### src/rtl/ascii_tokenizer.sv
// Streaming ASCII tokenizer: groups hex digits into DATA_W-bit operands and queues typed tokens.
// Optional feature macro UPPER_HEX_EN: accept 'A'-'F' as hex digits 10-15.
module ascii_tokenizer #(
  parameter int DATA_W     = 16,
  parameter int FIFO_DEPTH = 4
) (
  input  logic              clk,
  input  logic              rst_n,
  input  logic              in_valid,
  output logic              in_ready,
  input  logic [7:0]        ascii_in,
  output logic              tok_valid,
  input  logic              tok_ready,
  output logic [2:0]        tok_kind,
  output logic [DATA_W-1:0] tok_val,
  output logic              tok_last,
  output logic              err
);

  localparam int MAX_DIG = DATA_W / 4;
  localparam int CW      = $clog2(MAX_DIG + 1);
  localparam int PW      = (FIFO_DEPTH > 1) ? $clog2(FIFO_DEPTH) : 1;
  localparam int QW      = $clog2(FIFO_DEPTH + 1);

  localparam logic [2:0] KIND_NUM  = 3'd0;
  localparam logic [2:0] KIND_LPAR = 3'd1;
  localparam logic [2:0] KIND_RPAR = 3'd2;
  localparam logic [2:0] KIND_MUL  = 3'd3;
  localparam logic [2:0] KIND_ADD  = 3'd4;
  localparam logic [2:0] KIND_SUB  = 3'd5;
  localparam logic [2:0] KIND_EQ   = 3'd6;

  typedef enum logic [1:0] {CLS_DIGIT, CLS_OP, CLS_SPACE, CLS_ILLEGAL} cls_t;
  typedef enum logic {ST_IDLE, ST_NUM} state_t;

  function automatic cls_t char_class(input logic [7:0] c);
    cls_t cls;
    if (c >= 8'h30 && c <= 8'h39) cls = CLS_DIGIT;
    else if (c >= 8'h61 && c <= 8'h66) cls = CLS_DIGIT;
`ifdef UPPER_HEX_EN
    else if (c >= 8'h41 && c <= 8'h46) cls = CLS_DIGIT;
`endif
    else if (c == 8'h28 || c == 8'h29 || c == 8'h2A || c == 8'h2B || c == 8'h2D || c == 8'h3D)
      cls = CLS_OP;
    else if (c == 8'h20) cls = CLS_SPACE;
    else cls = CLS_ILLEGAL;
    return cls;
  endfunction

  // Letters share the low nibble pattern 1..6 in both cases, so +9 yields 10..15.
  function automatic logic [3:0] digit_val(input logic [7:0] c);
    logic [3:0] d;
    if (c <= 8'h39) d = c[3:0];
    else d = c[3:0] + 4'd9;
    return d;
  endfunction

  function automatic logic [2:0] op_kind(input logic [7:0] c);
    logic [2:0] k;
    case (c)
      8'h28:   k = KIND_LPAR;
      8'h29:   k = KIND_RPAR;
      8'h2A:   k = KIND_MUL;
      8'h2B:   k = KIND_ADD;
      8'h2D:   k = KIND_SUB;
      8'h3D:   k = KIND_EQ;
      default: k = KIND_NUM;
    endcase
    return k;
  endfunction

  function automatic logic [PW-1:0] ptr_inc(input logic [PW-1:0] p);
    logic [PW-1:0] n;
    if (p == PW'(FIFO_DEPTH - 1)) n = '0;
    else n = p + PW'(1);
    return n;
  endfunction

  state_t            state_r, state_nx_s;
  cls_t              cls_s;
  logic [3:0]        dig_s;
  logic [2:0]        opk_s;
  logic              accept_s, pop_s;
  logic              push0_en_s, push1_en_s;
  logic [2:0]        push0_kind_s, push1_kind_s;
  logic [DATA_W-1:0] push0_val_s;
  logic [DATA_W-1:0] acc_r;
  logic [CW-1:0]     cnt_r;
  logic              err_r;
  logic [QW-1:0]     count_r;
  logic [PW-1:0]     rd_ptr_r, wr_ptr_r, wr_ptr1_s;
  logic [2:0]        kind_mem_r [FIFO_DEPTH];
  logic [DATA_W-1:0] val_mem_r  [FIFO_DEPTH];

  assign cls_s     = char_class(ascii_in);
  assign dig_s     = digit_val(ascii_in);
  assign opk_s     = op_kind(ascii_in);
  assign in_ready  = (QW'(FIFO_DEPTH) - count_r) >= QW'(2);
  assign accept_s  = in_valid && in_ready;
  assign tok_valid = (count_r != '0);
  assign pop_s     = tok_valid && tok_ready;
  assign wr_ptr1_s = ptr_inc(wr_ptr_r);
  assign tok_kind  = tok_valid ? kind_mem_r[rd_ptr_r] : 3'd0;
  assign tok_val   = tok_valid ? val_mem_r[rd_ptr_r] : '0;
  assign tok_last  = tok_valid && (kind_mem_r[rd_ptr_r] == KIND_EQ);
  assign err       = err_r;

  // FSM state register
  always_ff @(posedge clk or negedge rst_n) begin
    if (!rst_n) state_r <= ST_IDLE;
    else state_r <= state_nx_s;
  end

  // FSM next state: digits open an operand, any terminator closes it
  always_comb begin
    state_nx_s = state_r;
    if (accept_s) begin
      case (state_r)
        ST_IDLE: if (cls_s == CLS_DIGIT) state_nx_s = ST_NUM; else state_nx_s = ST_IDLE;
        ST_NUM:  if (cls_s == CLS_OP || cls_s == CLS_SPACE) state_nx_s = ST_IDLE;
                 else state_nx_s = ST_NUM;
        default: state_nx_s = ST_IDLE;
      endcase
    end else begin
      state_nx_s = state_r;
    end
  end

  // FSM outputs: up to two FIFO writes per accepted char (operand then operator)
  always_comb begin
    push0_en_s   = 1'b0;
    push1_en_s   = 1'b0;
    push0_kind_s = KIND_NUM;
    push0_val_s  = '0;
    push1_kind_s = KIND_NUM;
    if (accept_s) begin
      case (state_r)
        ST_IDLE: begin
          if (cls_s == CLS_OP) begin
            push0_en_s   = 1'b1;
            push0_kind_s = opk_s;
          end else begin
            push0_en_s = 1'b0;
          end
        end
        ST_NUM: begin
          if (cls_s == CLS_OP) begin
            push0_en_s   = 1'b1;
            push0_val_s  = acc_r;
            push1_en_s   = 1'b1;
            push1_kind_s = opk_s;
          end else if (cls_s == CLS_SPACE) begin
            push0_en_s  = 1'b1;
            push0_val_s = acc_r;
          end else begin
            push0_en_s = 1'b0;
          end
        end
        default: push0_en_s = 1'b0;
      endcase
    end else begin
      push0_en_s = 1'b0;
    end
  end

  // Operand accumulator, digit count and sticky error
  always_ff @(posedge clk or negedge rst_n) begin
    if (!rst_n) begin
      acc_r <= '0;
      cnt_r <= '0;
      err_r <= 1'b0;
    end else if (accept_s) begin
      case (cls_s)
        CLS_DIGIT: begin
          if (state_r == ST_IDLE) begin
            acc_r <= {{(DATA_W-4){1'b0}}, dig_s};
            cnt_r <= CW'(1);
          end else if (cnt_r < CW'(MAX_DIG)) begin
            acc_r <= {acc_r[DATA_W-5:0], dig_s};
            cnt_r <= cnt_r + CW'(1);
          end else begin
            err_r <= 1'b1;
          end
        end
        CLS_OP, CLS_SPACE: begin
          acc_r <= '0;
          cnt_r <= '0;
        end
        CLS_ILLEGAL: err_r <= 1'b1;
        default:     err_r <= err_r;
      endcase
    end else begin
      err_r <= err_r;
    end
  end

  // Token FIFO storage, pointers and occupancy
  always_ff @(posedge clk or negedge rst_n) begin
    if (!rst_n) begin
      for (int i = 0; i < FIFO_DEPTH; i++) begin
        kind_mem_r[i] <= 3'd0;
        val_mem_r[i]  <= '0;
      end
      rd_ptr_r <= '0;
      wr_ptr_r <= '0;
      count_r  <= '0;
    end else begin
      if (push0_en_s) begin
        kind_mem_r[wr_ptr_r] <= push0_kind_s;
        val_mem_r[wr_ptr_r]  <= push0_val_s;
      end
      if (push1_en_s) begin
        kind_mem_r[wr_ptr1_s] <= push1_kind_s;
        val_mem_r[wr_ptr1_s]  <= '0;
      end
      if (push1_en_s) wr_ptr_r <= ptr_inc(wr_ptr1_s);
      else if (push0_en_s) wr_ptr_r <= wr_ptr1_s;
      else wr_ptr_r <= wr_ptr_r;
      if (pop_s) rd_ptr_r <= ptr_inc(rd_ptr_r);
      else rd_ptr_r <= rd_ptr_r;
      count_r <= count_r + QW'(push0_en_s) + QW'(push1_en_s) - QW'(pop_s);
    end
  end

endmodule

### config.mk
export PLATFORM = sky130hd
export DESIGN_NAME = ascii_tokenizer
export DESIGN_NICKNAME = d
export VERILOG_FILES = /design/src/rtl/ascii_tokenizer.sv
export SDC_FILE = /design/constraint.sdc
export NUM_CORES = 1
export LEC_CHECK = 0
export CAP_MARGIN = 30
export CORE_MARGIN = 2
export CORE_UTILIZATION = 35
export DETAILED_ROUTE_END_ITERATION = 10
export GPL_TIMING_DRIVEN = 0
export SYNTH_ARGS = -nofsm -noshare
export SYNTH_HDL_FRONTEND = slang
export SYNTH_SLANG_ARGS = --single-unit
### constraint.sdc
create_clock -name clk -period 3.1 [get_ports clk]
set_input_delay 0.31 -clock clk [delete_from_list [all_inputs] [get_ports clk]]
set_output_delay 0.31 -clock clk [all_outputs]
set_load 0.01 [all_outputs]
==> run_results.csv <==
group,metric,value,unit
drt,vias,4572,
synthesis,muxShareOfSynthArea,0.09400,
global_route,grt_overflow_total,0,
worst_setup_path,timing.critical_path.cells,"clkbuf_4 -> inv_2 -> ha_2 -> nor3b_2 -> nor4_2 -> o21ai_2 -> buf_4 -> o21a_1 -> ha_2 -> nand3_4 -> nor2_4 -> inv_2 -> ha_1 -> fa_1 -> inv_1 -> fa_2 -> xnor2_2 -> xnor2_1",
drt,number_of_design_rule_violations_left_by_the_first_detailed_router_iteration,349,
sta,worst_slew_margin_rel,0.5656,
drt,totalWireLength,14850,um
worst_setup_path,worstSetupPathType,"input pin to register",
sta,report.final.hold_viol_count,0,
die,core_area,15890,um^2
synthesis,synth-seq-cells,104,
pwr,power_switching_share,0.3577,
finish,drive_above_1_share,0.1844,
worst_setup_path,critPathLaunchType,"input pin",
synthesis,async_flop_share,1.000,
sta,fmaxAchievable,0.3380,GHz
worst_setup_path,cp.buffers_inverters,5,
synthesis,synth_nets,604,
worst_setup_path,critPathMaxFanout,4,
drt,detail_route.vias_per_cell,5.411,
synthesis,ys_seq_area_frac,0.4568,
synthesis,post_synth_and_or_nand_nor_area_fraction,0.2170,
sta,final.period_utilization,0.9544,
worst_setup_path,cpPeakStageDelay,0.37,ns
synthesis,mappedNetlistArea,5697,um^2
clock_network,worstSkewPairLatency,0.36,ns
drt,ant_nets,0,
pwr,cellLeakagePower,0.002840,uW
global_route,initial_antenna_violation_count,0,
die,dieWidth,131.6,um
clock_network,cts.path.max_buffers,2,
synthesis,xor_xnor_portion_of_the_synthesized_cell_area,0.007687,
synthesis,synth_adder_area_share,0.05096,
global_route,global_routing_usage_summed_across_all_routing_layers,0.1732,
worst_setup_path,worst_path_max_delay_cell,"sky130_fd_sc_hd__fa_1",
hold_path,hold_class,"input pin to register",
synthesis,complex_gate_fraction_of_the_synthesized_area,0.1252,
finish,num_antenna_cells,0,
synthesis,most_frequent_cell_after_synthesis,"sky130_fd_sc_hd__dfrtp_1",
clock_network,cts-root-buf,"sky130_fd_sc_hd__clkbuf_16",
sta,post-route-worst-setup-slack,0.1414,ns
worst_setup_path,cp_top_family,"adder cells",
pwr,clock_power_share,0.277,
finish,num-nets-final,658,
pwr,logic_pwr_share,0.314,
synthesis,edff_count_synth,0,
synthesis,ys_dominant_reg_cell,"sky130_fd_sc_hd__dfrtp_1",
drt,drcViolationCount,0,
pwr,powerDensity,568.0,nW/um^2
clock_network,numCtsBuffers,9,
finish,area.growth.synth_to_final,18.69,%
placement,placed_cells,818,
die,std_cell_rows,46,
worst_setup_path,worstSetupEndpointType,"register",
worst_setup_path,worst_ep_required_time,3.37,ns
die,die_h,131.6,um
synthesis,synth.top_cells.by_count,"104 x sky130_fd_sc_hd__dfrtp_1, 96 x sky130_fd_sc_hd__nand2_1, 70 x sky130_fd_sc_hd__a21oi_1, 69 x sky130_fd_sc_hd__nand3_1, 22 x sky130_fd_sc_hd__buf_2",
drt,wire_per_inst,17.58,um
sta,finClkSkew,0.005942,ns
pwr,net_switching_power,1374,uW
placement,port_buffers,31,
finish,fin_cells,845,
pwr,cellInternalPower,2466,uW
clock_network,cts_tree,"done",
sta,worstMarginPinSlew,0.6390,ns
pwr,power.share.sequential,0.409,
global_route,first_global_vias,4549,
synthesis,syn_inst,570,
die,initial_standard_cell_utilization_of_the_core,0.3586,
sta,finalSetupViolations,0,
global_route,pin_count_of_the_biggest_net_entering_global_routing,74,
die,pin_count,35,
pwr,max-vdd-ir-drop,275.6,uV
die,die-area,17310,um^2
sta,timing_max_transition_violations_final,0,
placement,post_dp_hpwl,10700,um
synthesis,synthDominantCellAreaShare,0.4568,
run,max_cap_viol_count,0,
placement,gp_congestion,0.8273,
clock_network,clkSlewWorstSetupHoldPaths,0.07,ns
sta,min_period,2.959,ns
synthesis,post_synth_main_area_contributors,"sky130_fd_sc_hd__dfrtp_1 46%, sky130_fd_sc_hd__mux4_2 7.5%, sky130_fd_sc_hd__nand2_1 6.3%",
synthesis,post_synth.cell_area_avg,9.994,um^2
synthesis,synth_area_leader,"sky130_fd_sc_hd__dfrtp_1",
clock_network,cts_max_level,3,
synthesis,largest_family_of_logic_cells_by_synthesized_area,"simple AND/OR/NAND/NOR gates",
finish,num-fill-cells,1524,
synthesis,synth.lib_cells_used.distinct,49,
placement,detailedPlace.worstSlack,-0.9692,ns
synthesis,synth.yosys.warnings,0,
pwr,power_after_layout,3840,uW
drt,first_pass_iters,5,
worst_setup_path,critical_path_arrival,3.23,ns
outcome,run_status,"completed",
clock_network,numClockSinks,104,
global_route,grt_pass1_wl,23820,um
-- logic make-up after synthesis --
logic type,Yosys count
and+or+nand+nor,233
AOI/OAI and AO/OA,123
DFF,104
buffers and inverters,54
muxes,29
adders and majority gates,22
xor gates and xnor gates,5
-- per-layer routing --
layer	part of all wire	routed length, um	GRT usage
met3	0.050	737	0.03665
met5	0	0	0
met1	0.45	6679	0.2323
met2	0.48	7066	0.2725
met4	0.025	368	0.07246
-- stage by stage --
| stage | util | hold slack, ns | setup TNS, ns | cell area [um^2] |
|---|---|---|---|---|
| floorplan | - | 0.01441 | 0 | 5714 |
| global placement | 0.3963 | 0.4738 | -271.51 | 6295 |
| detailed placement | 0.3978 | 0.2804 | -54.78 | 6320 |
| CTS | 0.4198 | 0.4523 | 0 | 6669 |
| global route | 0.4256 | 0.4385 | -0.01787 | 6761 |
| finish | 0.4256 | 0.3858 | 0 | 6761 |
-- area by class of cell --
type | count | area, um^2 | area share
clock buffers | 9 | 225.2 | 0.03331
plain buffers | 35 | 210.2 | 0.03109
clock inverters | 7 | 46.29 | 0.006847
inverters | 19 | 71.32 | 0.01055
flip-flops and latches | 104 | 2603 | 0.3849
repair buffers | 43 | 421.7 | 0.06236
multi-input cells | 412 | 2914 | 0.4310
well taps | 216 | 270.3 | 0.03997
-- layout by cell type, fill, tap and decap left out, types with 3 or more instances in the layout --
| cell type | count |
|---|---|
| sky130_fd_sc_hd__o21a_1 | 3 |
| sky130_fd_sc_hd__a22o_1 | 12 |
| sky130_fd_sc_hd__nor3_2 | 3 |
| sky130_fd_sc_hd__buf_2 | 21 |
| sky130_fd_sc_hd__mux2i_1 | 6 |
| sky130_fd_sc_hd__clkinv_2 | 3 |
| sky130_fd_sc_hd__o31ai_1 | 5 |
| sky130_fd_sc_hd__a21oi_1 | 70 |
| sky130_fd_sc_hd__buf_6 | 5 |
| sky130_fd_sc_hd__nand2b_1 | 3 |
| sky130_fd_sc_hd__ha_1 | 17 |
| sky130_fd_sc_hd__clkinvlp_4 | 3 |
| sky130_fd_sc_hd__inv_1 | 14 |
| sky130_fd_sc_hd__a211oi_1 | 3 |
| sky130_fd_sc_hd__o21ai_0 | 15 |
| sky130_fd_sc_hd__and2_1 | 20 |
| sky130_fd_sc_hd__nand4_2 | 4 |
| sky130_fd_sc_hd__clkdlybuf4s50_1 | 24 |
| sky130_fd_sc_hd__nor3_1 | 3 |
| sky130_fd_sc_hd__nand2_1 | 96 |
| sky130_fd_sc_hd__nor4_4 | 4 |
| sky130_fd_sc_hd__nand3_1 | 68 |
| sky130_fd_sc_hd__nor2_1 | 12 |
| sky130_fd_sc_hd__nor2b_1 | 3 |
| sky130_fd_sc_hd__clkbuf_1 | 5 |
| sky130_fd_sc_hd__clkbuf_16 | 9 |
| sky130_fd_sc_hd__o21ai_1 | 4 |
| sky130_fd_sc_hd__a21o_1 | 3 |
| sky130_fd_sc_hd__dlymetal6s2s_1 | 3 |
| sky130_fd_sc_hd__dfrtp_1 | 104 |
| sky130_fd_sc_hd__clkbuf_4 | 3 |
| sky130_fd_sc_hd__inv_2 | 5 |
| sky130_fd_sc_hd__buf_4 | 14 |
| sky130_fd_sc_hd__mux4_2 | 19 |
-- sequential cells by signal, summed over array words and instances, names as in the netlist --
signal,flops
acc_r,16
cnt_r,3
count_r,3
err,1
kind_mem_r,12
rd_ptr_r,2
state_r,1
val_mem_r,64
wr_ptr_r,2
-- worst reg2reg max path, cell delays in order, from the launching register on --
cell and delay [ns]:
sky130_fd_sc_hd__dfrtp_1 0.35, sky130_fd_sc_hd__inv_1 0.10, sky130_fd_sc_hd__ha_1 0.20, sky130_fd_sc_hd__ha_1 0.27, sky130_fd_sc_hd__nor3b_4 0.34, sky130_fd_sc_hd__buf_6 0.25, sky130_fd_sc_hd__nor2_4 0.07, sky130_fd_sc_hd__inv_2 0.07
sky130_fd_sc_hd__ha_1 0.24, sky130_fd_sc_hd__fa_1 0.37, sky130_fd_sc_hd__inv_1 0.08, sky130_fd_sc_hd__fa_2 0.22, sky130_fd_sc_hd__xnor2_2 0.12, sky130_fd_sc_hd__xnor2_1 0.14
-- what timing repair did --
| item | 4_1_cts | 5_1_grt |
|---|---|---|
| setup endpoints to repair | 90 | 54 |
| hold buffers | 1 | 0 |
| resized for setup | 15 | 21 |
| buffers inserted | 5 | 5 |
| pin swaps | 6 | 8 |
| hold endpoints to repair | 31 | 0 |
-- power groups by stage --
stage	Sequential, uW	Combinational (uW)	Clock (uW)
after floorplan	1550	840	0
after global placement	1590	1100	0
after detailed placement	1590	1150	0
after CTS	1570	1160	1070
after global routing	1580	1310	1130
final	1570	1210	1070
-- worst paths after layout --
check / from / end / slack, ns / cells past startpoint
hold reg to reg: err / err / 0.48 / 1
min in group asynchronous: rst_n / val_mem_r[62] / 0.44 / 2
hold / removal: ascii_in[1] / acc_r[1] / 0.39 / 3
max in group asynchronous: rst_n / kind_mem_r[4] / 1.95 / 3
setup / recovery: ascii_in[0] / count_r[2] / 0.14 / 18
setup reg to reg: count_r[1] / count_r[2] / 0.20 / 13
Note: power is estimated with default switching activity, not from simulation.
